**config.mk**
```make
export PLATFORM = sky130hd
export DESIGN_NAME = m_prog_loader_flat
export DESIGN_NICKNAME = d
export VERILOG_FILES = /design/src/rtl/m_prog_loader_if.sv /design/src/rtl/m_prog_loader.sv /design/src/flat_wrapper.sv
export SDC_FILE = /design/constraint.sdc
export NUM_CORES = 1
export LEC_CHECK = 0
export BUFFER_PORTS_ARGS = -buffer_cell sky130_fd_sc_hd__buf_2
export CORE_MARGIN = 3
export CORE_UTILIZATION = 60
export CTS_BUF_LIST = sky130_fd_sc_hd__clkbuf_8
export DETAILED_ROUTE_END_ITERATION = 16
export PLACE_DENSITY = 0.92
export SLEW_MARGIN = 30
export SYNTH_ARGS = -nofsm -noshare
export SYNTH_HDL_FRONTEND = slang
export SYNTH_SLANG_ARGS = --single-unit
```
**constraint.sdc**
```tcl
create_clock -name w_clk -period 4 [get_ports w_clk]
set_input_delay 0 -clock w_clk [delete_from_list [all_inputs] [get_ports w_clk]]
set_output_delay 0 -clock w_clk [all_outputs]
set_load 0.05 [all_outputs]
```
**src/rtl/m_prog_loader_if.sv**
```systemverilog
// Byte-stream and memory-write bundle for the program loader.
//   master : loader side (consumes bytes, drives memory write and status)
//   slave  : environment side (byte source, memory and core-reset sink)
// Signals:
//   w_rx_valid / w_rx_data / r_rx_ready : byte stream with valid/ready handshake
//   r_addr / r_wdata / r_we             : word-addressed memory write port
//   r_proc_rst                          : hold-reset to the processor core
//   r_done / r_err / r_words            : load status
interface m_prog_loader_if #(
    parameter int ADDR_W = 11
);
    logic              w_rx_valid;
    logic [7:0]        w_rx_data;
    logic              r_rx_ready;
    logic [ADDR_W-1:0] r_addr;
    logic [31:0]       r_wdata;
    logic              r_we;
    logic              r_proc_rst;
    logic              r_done;
    logic              r_err;
    logic [11:0]       r_words;

    modport master (
        input  w_rx_valid, w_rx_data,
        output r_rx_ready, r_addr, r_wdata, r_we, r_proc_rst, r_done, r_err, r_words
    );

    modport slave (
        output w_rx_valid, w_rx_data,
        input  r_rx_ready, r_addr, r_wdata, r_we, r_proc_rst, r_done, r_err, r_words
    );
endinterface

```
**src/rtl/m_prog_loader.sv**
```systemverilog
// Boot-time program loader. Assembles big-endian 32-bit words from a byte
// stream, writes the data words to consecutive memory word addresses, checks a
// trailing checksum (sum of data words mod 2^32) and releases the core reset
// only once the whole image has been loaded and verified.
// Image format: header word N, N data words, checksum word.
// Ports:
//   w_clk  : single clock, rising edge
//   w_rst  : synchronous active-high reset
//   bus    : m_prog_loader_if.master (byte stream in, memory write + status out)
module m_prog_loader #(
    parameter int ADDR_W    = 11,
    parameter int MAX_WORDS = 2048
) (
    input  logic              w_clk,
    input  logic              w_rst,
    m_prog_loader_if.master   bus
);

    typedef enum logic [2:0] {
        S_HDR,
        S_DATA,
        S_SUM,
        S_DONE,
        S_ERR
    } state_t;

    state_t            state;
    logic [1:0]        byte_idx;
    logic [23:0]       shift;      // first three bytes of the word in flight
    logic [11:0]       n_words;
    logic [31:0]       acc;

    logic              rx_ready;
    logic [ADDR_W-1:0] addr;
    logic [31:0]       wdata;
    logic              we;
    logic              proc_rst;
    logic              done;
    logic              err;
    logic [11:0]       words;

    logic              accept;
    logic              word_done;
    logic [31:0]       word;

    assign accept    = bus.w_rx_valid && rx_ready;
    assign word_done = accept && (byte_idx == 2'd3);
    assign word      = {shift, bus.w_rx_data};

    always_ff @(posedge w_clk) begin
        if (w_rst) begin
            state    <= S_HDR;
            byte_idx <= 2'd0;
            shift    <= 24'd0;
            n_words  <= 12'd0;
            acc      <= 32'd0;
            rx_ready <= 1'b1;
            addr     <= '0;
            wdata    <= 32'd0;
            we       <= 1'b0;
            proc_rst <= 1'b1;
            done     <= 1'b0;
            err      <= 1'b0;
            words    <= 12'd0;
        end else begin
            we <= 1'b0;
            if (accept) begin
                byte_idx <= byte_idx + 2'd1;
                shift    <= {shift[15:0], bus.w_rx_data};
            end
            if (word_done) begin
                case (state)
                    S_HDR: begin
                        if (word > 32'(MAX_WORDS)) begin
                            state    <= S_ERR;
                            err      <= 1'b1;
                            rx_ready <= 1'b0;
                        end else if (word == 32'd0) begin
                            state <= S_SUM;
                        end else begin
                            // word <= MAX_WORDS here, so the low 12 bits hold N exactly
                            n_words <= word[11:0];
                            state   <= S_DATA;
                        end
                    end
                    S_DATA: begin
                        // write is presented the cycle after the 4th byte
                        we    <= 1'b1;
                        wdata <= word;
                        addr  <= words[ADDR_W-1:0];
                        words <= words + 12'd1;
                        acc   <= acc + word;
                        if (words + 12'd1 == n_words) begin
                            state <= S_SUM;
                        end
                    end
                    S_SUM: begin
                        rx_ready <= 1'b0;
                        if (word == acc) begin
                            state    <= S_DONE;
                            done     <= 1'b1;
                            proc_rst <= 1'b0;
                        end else begin
                            state <= S_ERR;
                            err   <= 1'b1;
                        end
                    end
                    default: ;  // S_DONE / S_ERR: rx_ready is low, no bytes arrive
                endcase
            end
        end
    end

    assign bus.r_rx_ready = rx_ready;
    assign bus.r_addr     = addr;
    assign bus.r_wdata    = wdata;
    assign bus.r_we       = we;
    assign bus.r_proc_rst = proc_rst;
    assign bus.r_done     = done;
    assign bus.r_err      = err;
    assign bus.r_words    = words;

endmodule

```
**src/flat_wrapper.sv**
```systemverilog
// flat-port wrapper written by rule: the top's interface ports become plain ports
module m_prog_loader_flat 
#(
    parameter int ADDR_W    = 11,
    parameter int MAX_WORDS = 2048
)
  (w_clk, w_rst, bus_w_rx_valid, bus_w_rx_data, bus_r_rx_ready, bus_r_addr, bus_r_wdata, bus_r_we, bus_r_proc_rst, bus_r_done, bus_r_err, bus_r_words);
  m_prog_loader_if #(.ADDR_W(ADDR_W)) bus_i ();
  input  logic w_clk;
  input  logic w_rst;
  input wire logic [$bits(bus_i.w_rx_valid)-1:0] bus_w_rx_valid;
  input wire logic [$bits(bus_i.w_rx_data)-1:0] bus_w_rx_data;
  output wire logic [$bits(bus_i.r_rx_ready)-1:0] bus_r_rx_ready;
  output wire logic [$bits(bus_i.r_addr)-1:0] bus_r_addr;
  output wire logic [$bits(bus_i.r_wdata)-1:0] bus_r_wdata;
  output wire logic [$bits(bus_i.r_we)-1:0] bus_r_we;
  output wire logic [$bits(bus_i.r_proc_rst)-1:0] bus_r_proc_rst;
  output wire logic [$bits(bus_i.r_done)-1:0] bus_r_done;
  output wire logic [$bits(bus_i.r_err)-1:0] bus_r_err;
  output wire logic [$bits(bus_i.r_words)-1:0] bus_r_words;
  assign bus_i.w_rx_valid = bus_w_rx_valid;
  assign bus_i.w_rx_data = bus_w_rx_data;
  assign bus_r_rx_ready = bus_i.r_rx_ready;
  assign bus_r_addr = bus_i.r_addr;
  assign bus_r_wdata = bus_i.r_wdata;
  assign bus_r_we = bus_i.r_we;
  assign bus_r_proc_rst = bus_i.r_proc_rst;
  assign bus_r_done = bus_i.r_done;
  assign bus_r_err = bus_i.r_err;
  assign bus_r_words = bus_i.r_words;
  m_prog_loader #(.ADDR_W(ADDR_W), .MAX_WORDS(MAX_WORDS)) u_core (.w_clk(w_clk), .w_rst(w_rst), .bus(bus_i));
endmodule
```
# After elaboration in Yosys (flattened, before gate mapping)
# Cells that the tools add are included.
# op_classes
magnitude_cmp,1
n_bitwise,3
eq_ne,8
mux,11
addsub,3
reduce_logical,13
# ops
op,count
$add A32 B32 Y32,1
$eq A32 B32 Y1,1
$gt A32 B12 Y1 const B,1
$logic_not A32 Y1,1
$add A12 B1 Y12 const B,1
$eq A12 B12 Y1,1
$mux W3,3
$pmux W3 S3,1
$reduce_and A3 Y1,3
$reduce_and A4 Y1,2
$mux W1,4
$ne A2 B1 Y1 const B,2
$pmux W1 S2,2
$eq A3 B1 Y1 const B,1
$eq A3 B2 Y1 const B,1
$logic_not A3 Y1,1
$not A1 Y1,3
$reduce_bool A3 Y1,1
$add A2 B1 Y2 const B,1
$eq A2 B2 Y1 const B,1
$logic_and A1 B1 Y1,2
$mux W2,1
$ne A2 B2 Y1 const B,1
$reduce_and A2 Y1,1
other kinds (2),2
# totals
reg_bits,133
elab_cells,52
input_bits,11

# Depth between registers and ports, before layout
# logic_depth
depth_word,4
ltp_mapped,10

# Worst setup path after synthesis
# No wires, ideal clock.
# synth_path
path_kind,register to register
startpoint,register u_core.acc[0]
endpoint,register u_core.acc[28]
path_slack_ns,1.506
synth_period_minus_slack_ns,2.494
stages_incl_launch_ff,11
path_buffers,0
t_arrival_ns,2.373
required_time_ns,3.880
path_cell_list,dfxtp_1 -> ha_1 -> fa_1 -> a21o_1 -> and4_1 -> o2111ai_2 -> a21oi_1 -> o32a_1 -> a41oi_1 -> or4_1 -> nand3_1
# synth_between
elab_chain_cells,1
# synth_rtl
item,line,text
start: declaration,m_prog_loader.sv:31,logic [31:0] acc;
start signal: assignment,m_prog_loader.sv:92,acc <= acc + word;
$add A32 B32 Y32,m_prog_loader.sv:92,
# Every way passes these cells.
# A chain may end at the register's enable or synchronous reset.

# Worst setup path after layout
# layout_path
startpoint,register u_core.rx_ready (netlist: u_core.bus.r_rx_ready)
endpoint,register u_core.n_words[7]
# layout_between
elab_chain_cells,3
# layout_rtl
item,line,text
start: declaration,m_prog_loader.sv:33,logic rx_ready;
start signal: assignment,m_prog_loader.sv:57,rx_ready <= 1'b1;
start signal: assignment,m_prog_loader.sv:77,rx_ready <= 1'b0;
start signal: assignment,m_prog_loader.sv:98,rx_ready <= 1'b0;
$logic_and A1 B1 Y1,m_prog_loader.sv:46,assign accept = bus.w_rx_valid && rx_ready;
$logic_and A1 B1 Y1,m_prog_loader.sv:47,assign word_done = accept && (byte_idx == 2'd3);
$reduce_and A4 Y1 (no source line),n/a,
end signal: assignment,m_prog_loader.sv:82,n_words <= word[11:0];
end: declaration,m_prog_loader.sv:30,logic [11:0] n_words;
# Every way passes these cells.

==> key figures <==
Placed design
  – PortBufs: 70
  – GPL Wtd Cong: slightly below 1
  – Post-DP HPWL: approximately 12 mm
  – Placed insts: 1057

Clocking
  – CTS tree: done
  – Total CTS buffers: 17
  – Clock Sinks: 133
  – Post-CTS setup buffers: 0
  – Cts hold-fix bufs: 8
  – Clock transition at the registers of the reported paths: 0.08 ns
  – Clock latency at the later pin of the worst-skew pair: 0.45 ns
  – Post-CTS resize count: 0
  – H-Tree Depth: 4
  – Clk buf depth: 2
  – Root buffer cell: clkbuf_8

Route
  – Pre-Repair DR Iteration Count: 6
  – DR iter-0 viols: 856
  – Via density: 6.22
  – WL final: about 19 mm
  – Total number of vias: 6822
  – Post-route DRC: 0
  – Routed Antenna Nets: 0
  – Wire length per cell: 17.3 um

Timing
  – Fin. max-slew vios: 0
  – Final setup TNS: 0 ns
  – Crit share post-route: 73.0%
  – RSZ-0062 raised after global routing: false
  – # setup viols final: 0
  – Hold violation count in the final report: 0
  – Final min period: 2.92 ns
  – Worst Skew: 0.0163 ns
  – Highest Clock Rate: 0.342 GHz
  – Worst slew pin tran: 0.922 ns
  – Max-slew headroom: 38.4%

Synth
  – Post-synth top area share: around 38%
  – Xor and xnor area share after synthesis: 5.70%
  – Count leader, synth: nand2_1
  – Main combinational cell family by area after synthesis: simple AND/OR/NAND/NOR gates
  – Mux cell area share after synthesis: 2.21%
  – YS warnings: 0
  – Post-synthesis cell type count: 62
  – Synth Cell Area: 6920 um2
  – Post-synth EDFFs: 0
  – Synth Area per Inst: 7.70 um2
  – Synth area leaders: dfxtp_1, nand2_1, a21oi_1
  – Adder-cell area share of the yosys netlist: 6.26%
  – Top cells by count, synth: nand2_1, dfxtp_1, a21oi_1
  – Sequential area share after synthesis: 38.5%
  – Syn Nets: 944
  – Post-Synthesis Cells: 899
  – Top cell type by total area after synthesis: dfxtp_1
  – #FFs+latches synth: about 130
  – FFs w/ async S/R, synth: 0%
  – Ys flop type: dfxtp_1
  – Simple-Gate Fraction of Synth Area: between 20% and 30%
  – Post-synthesis compound-gate area fraction: 19.4%

Hold path
  – Worst hold path depth: 2
  – Hold path startpoint: w_rst
  – Hold Path Class: in -> reg

Final layout
  – Antenna diode count: 0
  – Area grow syn2layout: 11.6%
  – Fin nets: 989
  – Layout cell share with drive strength beyond 1: around an eighth
  – Non-filler cells in the finished layout: between 1000 and 1500

Floorplan
  – Row count: 38
  – # IOs: 71
  – Core area: 11000 um2
  – Chip width: 113 um
  – Die Height: 113 um
  – Initial Util: between 60% and 70%
  – Die ar.: 12900 um2

Critical path
  – Crit path arrival time: 3.22 ns
  – Critical Path Source Type: flip-flop
  – Crit end category: flip-flop
  – Worst path max stage delay: 0.71 ns
  – Origin of the critical flop-to-flop path: u_core.bus.r_rx_ready$_SDFFE_PP1P_
  – CP max FO: 28
  – Slowest CP cell: nand4b_1
  – Worst Setup SP: u_core.bus.r_rx_ready$_SDFFE_PP1P_
  – Critical path class: reg -> reg
  – Req. time, crit path: 4.30 ns
  – Most used cell, CP: nor2_1
  – Critical-path cell list: and2_1 -> buf_4 -> nand2_1 -> or2_1 -> nor2_1 -> nand4b_1 -> mux2i_1 -> nor2_1
  – Worst Reg-to-Reg Cells: 8

Run
  – Max cap viols: 0

Global routing
  – Number of global-route vias before repair: around 6200
  – Gr usage total: about 29%
  – Largest net degree at the start of global routing: 75
  – Grt ovf: 0
  – First-pass GRT wire length: 30.3 mm
  – Initial antenna violation count: 0

Pwr
  – PwrDens: 336 nW/um2
  – Leak Pwr: 3.19 nW
  – Worst vdd ir: approximately 410 uV

Run status
  – Status: complete, no violations
==> cells in the final DEF, fill, tap and decap left out, types with 16 or more instances in the layout <==
cell type / Yosys / final
nor3_1: 16 / 16
buf_2: 16 / 69
ha_1: 33 / 33
nor2_1: 62 / 61
xnor2_1: 23 / 23
a21o_1: 16 / 16
nand3_1: 22 / 22
dfxtp_1: 133 / 133
a21oi_1: 126 / 126
xor2_1: 22 / 22
clkbuf_8: 0 / 20
o21ai_0: 25 / 25
nand2_1: 215 / 215
nor4_1: 17 / 17
==> flip-flops by register name, indices dropped and copies added (netlist names) <==
| signal | cells |
|---|---|
| u_core.acc | 32 |
| u_core.bus.r_addr | 11 |
| u_core.bus.r_done | 1 |
| u_core.bus.r_err | 1 |
| u_core.bus.r_proc_rst | 1 |
| u_core.bus.r_rx_ready | 1 |
| u_core.bus.r_wdata | 32 |
| u_core.bus.r_we | 1 |
| u_core.bus.r_words | 12 |
| u_core.byte_idx | 2 |
| u_core.n_words | 12 |
| u_core.shift | 24 |
| u_core.state | 3 |
==> metrics by stage <==
step	util (%)	hold WS (ns)	total power, W	worst slack [ns]	area, um2
after floorplan	-	0.136	0.00147	1.51	6920
after global placement	65.8	0.307	0.00151	1.28	7250
after detailed placement	65.8	0.314	0.00152	1.25	7250
after CTS	69.9	0.0196	0.00258	1.11	7710
after global routing	70.0	0.0544	0.00266	0.917	7720
final	70.0	0.0291	0.00260	1.08	7720
==> final cells by class <==
type                    instances  area (um2)
clock buffers                  20         275
clock inverters                12         106
fillers                       845        3310
inverters                       8        30.0
multi-input cells             700        3990
flip-flops and latches        133        2660
well taps                     140         175
repair buffers                 84         478
==> where the power goes <==
part	switching [W]	total [W]	internal [W]
registers	0.0000203	0.00135	0.00133
logic	0.0000960	0.000143	0.0000469
clock network	0.000562	0.00110	0.000537
==> logic make-up (layout without fill, tap and decap cells) <==
| logic type | count (synthesis) | after routing |
|---|---|---|
| multiplexers | 15 | 15 |
| adder cells (fa/ha/maj) | 34 | 34 |
| flip-flops | 133 | 133 |
| AND/OR/NAND/NOR | 379 | 379 |
| AO/OA/AOI/OAI | 227 | 227 |
| buffers and inverters | 66 | 124 |
| XOR/XNOR | 45 | 45 |
==> per-layer routing <==
layer	wire (um)	up-vias	global-route usage [%]
met5	0	-	0
met4	538	0	11.1
met3	1760	56	6.84
met2	8790	387	46.2
met1	7890	3171	38.1
li1	-	3208	-
==> path summary, 6_finish.rpt <==
kind	endpoint	slack, ns
setup reg to reg	u_core.n_words[7]$_SDFFE_PP0P_	1.08
setup / recovery	u_core.n_words[7]$_SDFFE_PP0P_	1.08
hold reg to reg	u_core.bus.r_wdata[27]$_SDFFE_PP0P_	0.45
hold / removal	u_core.bus.r_done$_SDFFE_PP0P_	0.03
==> worst max-delay path, delay by kind of cell, from the launching register on <==
family / cells / cell delay [ns]
simple gates: 6 / 1.63
mux: 1 / 0.45
flops: 1 / 0.39
buf+inv: 1 / 0.30
No activity file was read; power rests on OpenSTA's default activity.
